File: config.mk
export PLATFORM = sky130hd
export DESIGN_NAME = scan_chain_ctrl
export DESIGN_NICKNAME = d
export VERILOG_FILES = /design/src/rtl/scan_chain_ctrl.sv
export SDC_FILE = /design/constraint.sdc
export NUM_CORES = 1
export LEC_CHECK = 0
export BUFFER_PORTS_ARGS = -buffer_cell sky130_fd_sc_hd__buf_2
export CAP_MARGIN = 15
export CORE_UTILIZATION = 53
export DETAILED_ROUTE_END_ITERATION = 10
export HOLD_SLACK_MARGIN = 0.08
export PLACE_DENSITY_LB_ADDON = 0.05
export SETUP_SLACK_MARGIN = 0.5
export SYNTH_ARGS = -nofsm -noshare
export SYNTH_HDL_FRONTEND = slang
export SYNTH_SLANG_ARGS = --single-unit
File: constraint.sdc
create_clock -name C -period 1.74 [get_ports C]
set_input_delay 0.348 -clock C [delete_from_list [all_inputs] [get_ports C]]
set_output_delay 0.348 -clock C [all_outputs]
set_load 0.005 [all_outputs]
File: src/rtl/scan_chain_ctrl.sv
// Scan chain sequencer: streams patterns into a mux-D scan chain, pulses one capture
// cycle, and returns each captured response while the next pattern shifts in.
module scan_chain_ctrl #(
   parameter  int CHAIN_LEN = 8,
   localparam int CNT_W     = $clog2(CHAIN_LEN + 1)
) (
   input  logic                 C,
   input  logic                 RN,
   input  logic                 pat_valid,
   output logic                 pat_ready,
   input  logic [CHAIN_LEN-1:0] pat_data,
   input  logic                 pat_last,
   output logic                 resp_valid,
   input  logic                 resp_ready,
   output logic [CHAIN_LEN-1:0] resp_data,
   output logic                 SE,
   output logic                 SI,
   input  logic                 SO,
   output logic                 busy,
   output logic [15:0]          cap_count
);

   typedef enum logic [1:0] {IDLE, SHIFT, CAPTURE, DRAIN} state_t;

   state_t               state, state_nxt;
   logic [CHAIN_LEN-1:0] shreg;
   logic [CHAIN_LEN-1:0] rxreg;
   logic [CHAIN_LEN-1:0] rx_nxt;
   logic [CNT_W-1:0]     cnt;
   logic                 last;
   logic                 have_resp;
   logic                 drain_pend;
   logic [15:0]          cap_q;
   logic                 accept;
   logic                 drain_go;
   logic                 shift_done;

   assign rx_nxt    = {rxreg[CHAIN_LEN-2:0], SO};
   assign cap_count = cap_q;

   always_comb begin
      state_nxt  = state;
      SE         = 1'b0;
      SI         = 1'b0;
      pat_ready  = 1'b0;
      accept     = 1'b0;
      drain_go   = 1'b0;
      shift_done = 1'b0;
      busy       = (state != IDLE);
      case (state)
         IDLE: begin
            pat_ready = !resp_valid;
            if (pat_valid && !resp_valid) begin
               accept    = 1'b1;
               state_nxt = SHIFT;
            end else if (drain_pend && !resp_valid) begin
               drain_go  = 1'b1;
               state_nxt = DRAIN;
            end
         end
         SHIFT: begin
            SE         = 1'b1;
            SI         = shreg[CHAIN_LEN-1];
            shift_done = (cnt == CNT_W'(CHAIN_LEN - 1));
            if (shift_done) state_nxt = CAPTURE;
         end
         CAPTURE: state_nxt = IDLE;
         DRAIN: begin
            SE         = 1'b1;
            shift_done = (cnt == CNT_W'(CHAIN_LEN - 1));
            if (shift_done) state_nxt = IDLE;
         end
         default: state_nxt = IDLE;
      endcase
   end

   always_ff @(posedge C or negedge RN) begin
      if (!RN) state <= IDLE;
      else     state <= state_nxt;
   end

   always_ff @(posedge C or negedge RN) begin
      if (!RN) begin
         resp_valid <= 1'b0;
         resp_data  <= '0;
         cap_q      <= '0;
         have_resp  <= 1'b0;
         drain_pend <= 1'b0;
         last       <= 1'b0;
         cnt        <= '0;
         shreg      <= '0;
         rxreg      <= '0;
      end else begin
         if (resp_valid && resp_ready) resp_valid <= 1'b0;
         case (state)
            IDLE: begin
               if (accept) begin
                  shreg <= pat_data;
                  last  <= pat_last;
                  cnt   <= '0;
               end else if (drain_go) begin
                  shreg <= '0;
                  cnt   <= '0;
               end
            end
            SHIFT, DRAIN: begin
               shreg <= shreg << 1;
               rxreg <= rx_nxt;
               cnt   <= cnt + 1'b1;
               // Unload during the first shift after reset/drain is stale and dropped.
               if (shift_done && (state == DRAIN || have_resp)) begin
                  resp_data  <= rx_nxt;
                  resp_valid <= 1'b1;
               end
               if (shift_done && state == DRAIN) begin
                  have_resp  <= 1'b0;
                  drain_pend <= 1'b0;
               end
            end
            CAPTURE: begin
               have_resp <= 1'b1;
               cap_q     <= cap_q + 16'd1;
               if (last) drain_pend <= 1'b1;
            end
            default: ;
         endcase
      end
   end

endmodule
==> results of run 1 <==
flip-flops by register name, indices dropped and copies added (netlist names), 2 cells and up:
signal     count
cap_count     16
resp_data      8
shreg          8
rxreg          7
cnt            4
state          2
cells by family after synthesis:
family	count (synthesis)
multiplexers	18
AND/OR/NAND/NOR	36
AO/OA/AOI/OAI	19
buffers and inverters	18
flip-flops	49
XOR/XNOR	18
adder cells (fa/ha/maj)	2
metrics by stage:
step,util [%],worst slack [ns],area (um^2),cells
6_report,78.4,0.182,2910,291
5_1_grt,78.4,0.108,2910,291
4_1_cts,72.1,0.186,2680,273
3_5_place_dp,63.4,0.163,2350,248
3_3_place_gp,63.4,0.244,2350,248
2_1_floorplan,-,0.326,2110,160
per-layer routing:
metal	track usage, %	vias to the layer above	routed length, um
li1	-	727	-
met5	0	-	0
met1	27.8	761	1960
met2	35.7	50	2270
met3	5.11	6	192
met4	5.83	0	44
worst max path at each step:
stage                          endpoint                  from  slack, ns  cells after the start
5_1_grt            shreg[1]$_DFFE_PN0P_  state[1]$_DFFE_PN0P_       0.11                      7
4_1_cts                            busy  state[1]$_DFFE_PN0P_       0.19                      3
3_5_place_dp   resp_data[0]$_DFFE_PN0P_    cnt[1]$_DFFE_PN0P_       0.16                      4
3_3_place_gp   resp_data[7]$_DFFE_PN0P_    cnt[0]$_DFFE_PN0P_       0.24                      4
6_report                           busy  state[0]$_DFFE_PN0P_       0.18                      3
2_1_floorplan  resp_data[0]$_DFFE_PN0P_    cnt[0]$_DFFE_PN0P_       0.33                      4
power groups by stage:
stage	logic (W)	registers (W)	clock network (W)
2_1_floorplan	0.000841	0.00176	0
3_3_place_gp	0.00109	0.00181	0
4_1_cts	0.00150	0.00180	0.000702
5_1_grt	0.00196	0.00186	0.000743
6_report	0.00181	0.00181	0.000679
3_5_place_dp	0.00113	0.00183	0
layout by cell type, fill, tap and decap left out, drive strengths merged, types with 3 or more instances in the layout:
cell / count
o21ai: 3
inv: 11
nand3: 6
xnor2: 14
buf: 83
nand2: 7
clkbuf: 5
mux2: 18
xor2: 4
dfrtp: 49
a222oi: 7
a22o: 4
nor2: 5
nand4: 4
cell type report:
cell class                 instances  area, um^2  area share (%)
tap                               48        60.1            2.06
multi-input combinational         93         890            30.6
inverter                           9        33.8            1.16
clock buffer                       5        68.8            2.36
timing repair buffer              84         603            20.7
sequential                        49        1230            42.3
clock inverter                     3        25.0           0.859
worst reg2reg max path: stages (launching register included):
cell and delay (ns):
dfrtp_2 0.44, buf_4 0.14, buf_6 0.11, nor2_4 0.11, a21oi_2 0.09, buf_2 0.15, a222oi_1 0.30, inv_1 0.07
repair_timing:
| action | CTS | global route |
|---|---|---|
| resized for setup | 25 | 25 |
| hold buffers | 1 | 0 |
| buffers inserted | 16 | 17 |
| cloned | 0 | 1 |
| setup endpoints to repair | 47 | 53 |
| hold endpoints to repair | 49 | 0 |
| pin swaps | 9 | 14 |
==> impl_metrics.csv, run 1 <==
group,metric,value,unit
run,drv_cap,0,
power_and_ir_drop,internal_power,0.00293,W
synth,synth_simple_gate_area_share,10.1,%
timing,hold_viol_final,0,
timing,timing.fmax,642,MHz
clock_tree,clock_sinks,49,
die,rows,22,
timing,drv_slew,0,
global_routing,grt_overflow_total,0,
global_routing,grt_pass1_wl,6760,um
synth,synth_top_area_cell,"dfrtp_1",
setup_path,ff2ff_path_depth,7,
route,vias,1544,
timing,slew-limit-headroom,78.3,%
power_and_ir_drop,ir_drop,0.893,mV
setup_path,timing.rr.start,"state[1]$_DFFE_PN0P_",
route,dr.pass1.iters,4,
placed_design,detailed_place_hpwl,2690,um
setup_path,cpPeakStageDelay,0.43,ns
setup_path,crit_required,1.39,ns
route,routedWlPerCell,15.3,um
worst_hold_path,hold_class,"input port to flop",
power_and_ir_drop,combinationalPowerShare,42.1,%
timing,finClkSkew,0.00748,ns
synth,syn_avg_cell_area,13.0,um^2
power_and_ir_drop,p_leak,1.48,nW
die,io_pins,43,
power_and_ir_drop,p_sw,0.00138,W
final_layout,nets,258,
route,vias_per_cell,5.31,
timing,finalCritPeriodShare,89.5,%
worst_hold_path,min-delay-start,"resp_ready",
synth,netlist.area_leader.share,59.0,%
clock_tree,cts_root_buffer,"clkbuf_8",
setup_path,crit_family,"flip-flops",
synth,ys_ff_latch,49,
clock_tree,clock_latency,0.30,ns
setup_path,worstPathMaxFanout,4,
worst_hold_path,hold_depth,2,
setup_path,critical_path.cell_chain,"buf_6, or2_4, buf_6",
die,dieWidth,64.6,um
synth,postSynthCellCount,160,
global_routing,grt_pass1_vias,1472,
power_and_ir_drop,seqPwrFrac,42.1,%
global_routing,grtUsageTotal,21.3,%
synth,yosysMostFrequentCell,"dfrtp_1",
setup_path,cp_slowest_cell,"dfrtp_2",
power_and_ir_drop,power_density,1480,nW/um^2
global_routing,antenna_found_initial,0,
route,wirelength,4460,um
worst_hold_path,hold_path_end,"resp_valid$_DFF_PN0_",
setup_path,cp_num_buf_inv,2,
power_and_ir_drop,pwr-share-clk,15.8,%
timing,setup_viol,0,
synth,synth_top_family_by_area,"simple AND/OR/NAND/NOR gates",
synth,synth_ff_type,"dfrtp_1",
synth,synthArstFlopShare,100,%
global_routing,grt_max_degree,26,
synth,ys_types,34,
clock_tree,cts_buffers,5,
placed_design,globalplace.congestion,0.805,
setup_path,path_common_cell,"buf_6",
final_layout,fillCellCount,241,
setup_path,r2r_end,"shreg[6]$_DFFE_PN0P_",
synth,synth_mux_area_share,9.76,%
power_and_ir_drop,finalPower,0.00430,W
synth,synthTopCellsByArea,"dfrtp_1 59%, mux2_2 9.8%, xnor2_1 5.9%, a222oi_1 3.4%, a22o_1 1.7%",
die,die_h,64.6,um
placed_design,io_buffers,42,
synth,synth_compound_area_share,7.59,%
timing,finalCriticalPeriod,1.56,ns
synth,ys_warn_count,0,
route,antenna_left,0,
setup_path,crit_type,"flop to output pin",
die,initial_utilization,55.9,%
route,dr.first_iter.drc_count,87,
timing,worst_pin_slew,0.325,ns
synth,synthAdderAreaFrac,1.20,%
setup_path,crit_path_end_kind,"output pin",
clock_tree,path_clk_slew,0.09,ns
synth,mappedNetlistNets,176,
synth,netlist_area,2080,um^2
setup_path,cp.arrival,1.21,ns
timing,rsz0062_at_grt,"true",
timing,tns,0,ns
clock_tree,cts_max_path_buffers,2,
setup_path,r2r_slack,0.20,ns
timing,whs,0.254,ns
setup_path,cp-start-kind,"flop",
synth,synth-seq-area-share,59.0,%
synth,synth_xor_area_share,7.59,%
synth,synthTopCellsByCount,"49 x dfrtp_1, 18 x mux2_2, 14 x xnor2_1",
route,drc,0,
status,status,"finished clean",
die,fp.coreArea,3720,um^2
clock_tree,cts_tree,"done",
final_layout,antennaDiodeCount,0,
synth,synth_edf_count,0,
final_layout,layout-drive-gt1-share,55.6,%
clock_tree,htreeDepth,2,
power_and_ir_drop,sw_frac_of_total,32.0,%
final_layout,syn2layout_area_growth,40.2,%
die,dieArea,4170,um^2
(Power assumes the default switching activity.)
==> inputs of run 2 (changes only) <==
==> constraint.sdc (replaced) <==
create_clock -name C -period 1.74 [get_ports C]
set_input_delay 0.174 -clock C [delete_from_list [all_inputs] [get_ports C]]
set_output_delay 0.174 -clock C [all_outputs]
set_load 0.005 [all_outputs]
==> run 2 against run 1 <==
Maximum frequency grew 9.5%. Total power fell by 2.3%. Non-clock buffer count shrank 8. Sequential power about the same. Clock skew shrank 0.0029 ns. Cell area decreased by 2.1%. Wire length down 1.4%.
==> impl_metrics.csv, run 2 (synthesis gave the netlist of run 1 again) <==
group,metric,value,unit
status,status,"finished clean",
final_layout,syn2layout_area_growth,37.2,%
global_routing,grt_pass1_vias,1513,
worst_hold_path,min-delay-start,"pat_data[2]",
route,vias_per_cell,5.33,
global_routing,grtUsageTotal,22.5,%
power_and_ir_drop,power_density,1480,nW/um^2
global_routing,grt_pass1_wl,7030,um
final_layout,nets,251,
final_layout,multi_input_area,887,um^2
timing,slew-limit-headroom,59.7,%
setup_path,worstPathMaxFanout,8,
die,dieArea,4170,um^2
timing,worst_pin_slew,0.605,ns
timing,timing.fmax,703,MHz
route,antenna_left,0,
placed_design,place_area,2340,um^2
route,dr.first_iter.drc_count,137,
timing,drv_slew,0,
worst_hold_path,hold_depth,3,
placed_design,globalplace.congestion,0.775,
run,drv_cap,0,
final_layout,largest_reg_flops,16,
setup_path,crit_required,1.93,ns
global_routing,grt_max_degree,50,
clock_tree,htreeDepth,2,
setup_path,r2r_end,"resp_data[6]$_DFFE_PN0P_",
final_layout,layout-drive-gt1-share,53.0,%
global_routing,antenna_found_initial,0,
setup_path,timing.rr.start,"cnt[1]$_DFFE_PN0P_",
die,initial_utilization,55.9,%
die,io_pins,43,
die,dieWidth,64.6,um
timing,finClkSkew,0.00462,ns
timing,rsz0062_at_grt,"true",
worst_hold_path,hold_class,"input port to flop",
clock_tree,cts_buffers,5,
timing,setup_viol,0,
final_layout,antennaDiodeCount,0,
setup_path,r2r_slack,0.32,ns
setup_path,crit_path_end_kind,"flop",
clock_tree,cts_max_path_buffers,2,
clock_tree,clock_latency,0.30,ns
final_layout,final_cell_area,2850,um^2
worst_hold_path,hold_path_end,"shreg[2]$_DFFE_PN0P_",
setup_path,crit_type,"flop to flop",
setup_path,cp-start-kind,"flop",
clock_tree,cts_tree,"done",
global_routing,grt_overflow_total,0,
placed_design,detailed_place_hpwl,2540,um
route,drc,0,
route,routedWlPerCell,15.5,um
route,wirelength,4400,um
timing,tns,0,ns
timing,hold_viol_final,0,
final_layout,fillCellCount,252,
clock_tree,clock_sinks,49,
placed_design,io_buffers,42,
timing,finalCriticalPeriod,1.42,ns
setup_path,ff2ff_path_depth,5,
final_layout,final_common_cell,"dfrtp_1",
route,vias,1514,
die,die_h,64.6,um
timing,finalCritPeriodShare,81.7,%
die,rows,22,
setup_path,cp.arrival,1.61,ns
route,dr.pass1.iters,4,
clock_tree,path_clk_slew,0.09,ns
final_layout,final_cell_mix,"45 x dfrtp_1, 41 x buf_2, 18 x buf_4, 13 x xnor2_1, 12 x buf_6",
die,fp.coreArea,3720,um^2
power_and_ir_drop,p_leak,1.42,nW
clock_tree,cts_root_buffer,"clkbuf_8",
power_and_ir_drop,ir_drop,1.04,mV
final_layout,regArea,1230,um^2
run 2: changes by cell type in the layout (fill, tap and decap cells not counted), sizes merged:
cell / previous run / this run
a21oi: 2 / 3
buf: 83 / 74
clkinv: 0 / 2
dlygate4sd3: 1 / 2
inv: 11 / 9
run 2: repair_timing:
item | in CTS | in global routing
gates resized for setup | 31 | 17
hold buffers | 2 | 0
cloned | 1 | 0
buffers inserted | 17 | 10
endpoints found under the hold margin | 50 | 0
setup endpoints to repair | 48 | 41
pin swaps | 15 | 13
run 2: worst max-delay path by stage:
stage                         start                       end  slack [ns]  depth (start not counted)
5_1_grt          cnt[0]$_DFFE_PN0P_  resp_data[6]$_DFFE_PN0P_        0.29                          5
6_report         cnt[1]$_DFFE_PN0P_  resp_data[6]$_DFFE_PN0P_        0.32                          5
3_3_place_gp     cnt[0]$_DFFE_PN0P_  resp_data[7]$_DFFE_PN0P_        0.24                          4
4_1_cts        state[0]$_DFFE_PN0P_                      busy        0.36                          2
2_1_floorplan    cnt[0]$_DFFE_PN0P_  resp_data[0]$_DFFE_PN0P_        0.33                          4
3_5_place_dp   state[0]$_DFFE_PN0P_      shreg[7]$_DFFE_PN0P_        0.18                          4
run 2: worst max-delay path: stages (launching register included):
cell	delay, ns
dfrtp_1	0.36
ha_2	0.18
nand3b_1	0.16
nor2_4	0.15
buf_12	0.14
mux2_4	0.29
run 2: cell type report:
class | instances | share of cell area, %
tap | 48 | 2.11
timing repair buffer | 76 | 19.3
clock buffer | 5 | 2.42
multi-input combinational | 94 | 31.1
inverter | 9 | 1.19
clock inverter | 3 | 0.615
sequential | 49 | 43.2
run 2: power by group:
group | total, W | internal (W) | switching [W]
Combinational | 0.00175 | 0.00107 | 0.000686
Sequential | 0.00180 | 0.00152 | 0.000283
Clock | 0.000655 | 0.000278 | 0.000377
run 2: stage by stage:
stage / util (%) / worst slack [ns] / instances / total power (W) / hold WS [ns]
6_report: 76.7 / 0.318 / 284 / 0.00421 / 0.0860
5_1_grt: 76.7 / 0.293 / 284 / 0.00445 / 0.0963
4_1_cts: 72.6 / 0.358 / 274 / 0.00399 / 0.0833
3_5_place_dp: 63.1 / 0.177 / 246 / 0.00293 / 0.310
3_3_place_gp: 63.1 / 0.237 / 246 / 0.00288 / 0.295
2_1_floorplan: - / 0.326 / 160 / 0.00258 / -0.122
run 2: per-layer routing:
metal / share of wire [%] / vias up / GRT usage, %
met5: 0 / - / 0
met4: 1.2 / 0 / 8.06
met3: 3.8 / 5 / 4.75
met2: 52 / 44 / 38.2
met1: 43 / 749 / 28.4
li1: - / 716 / -
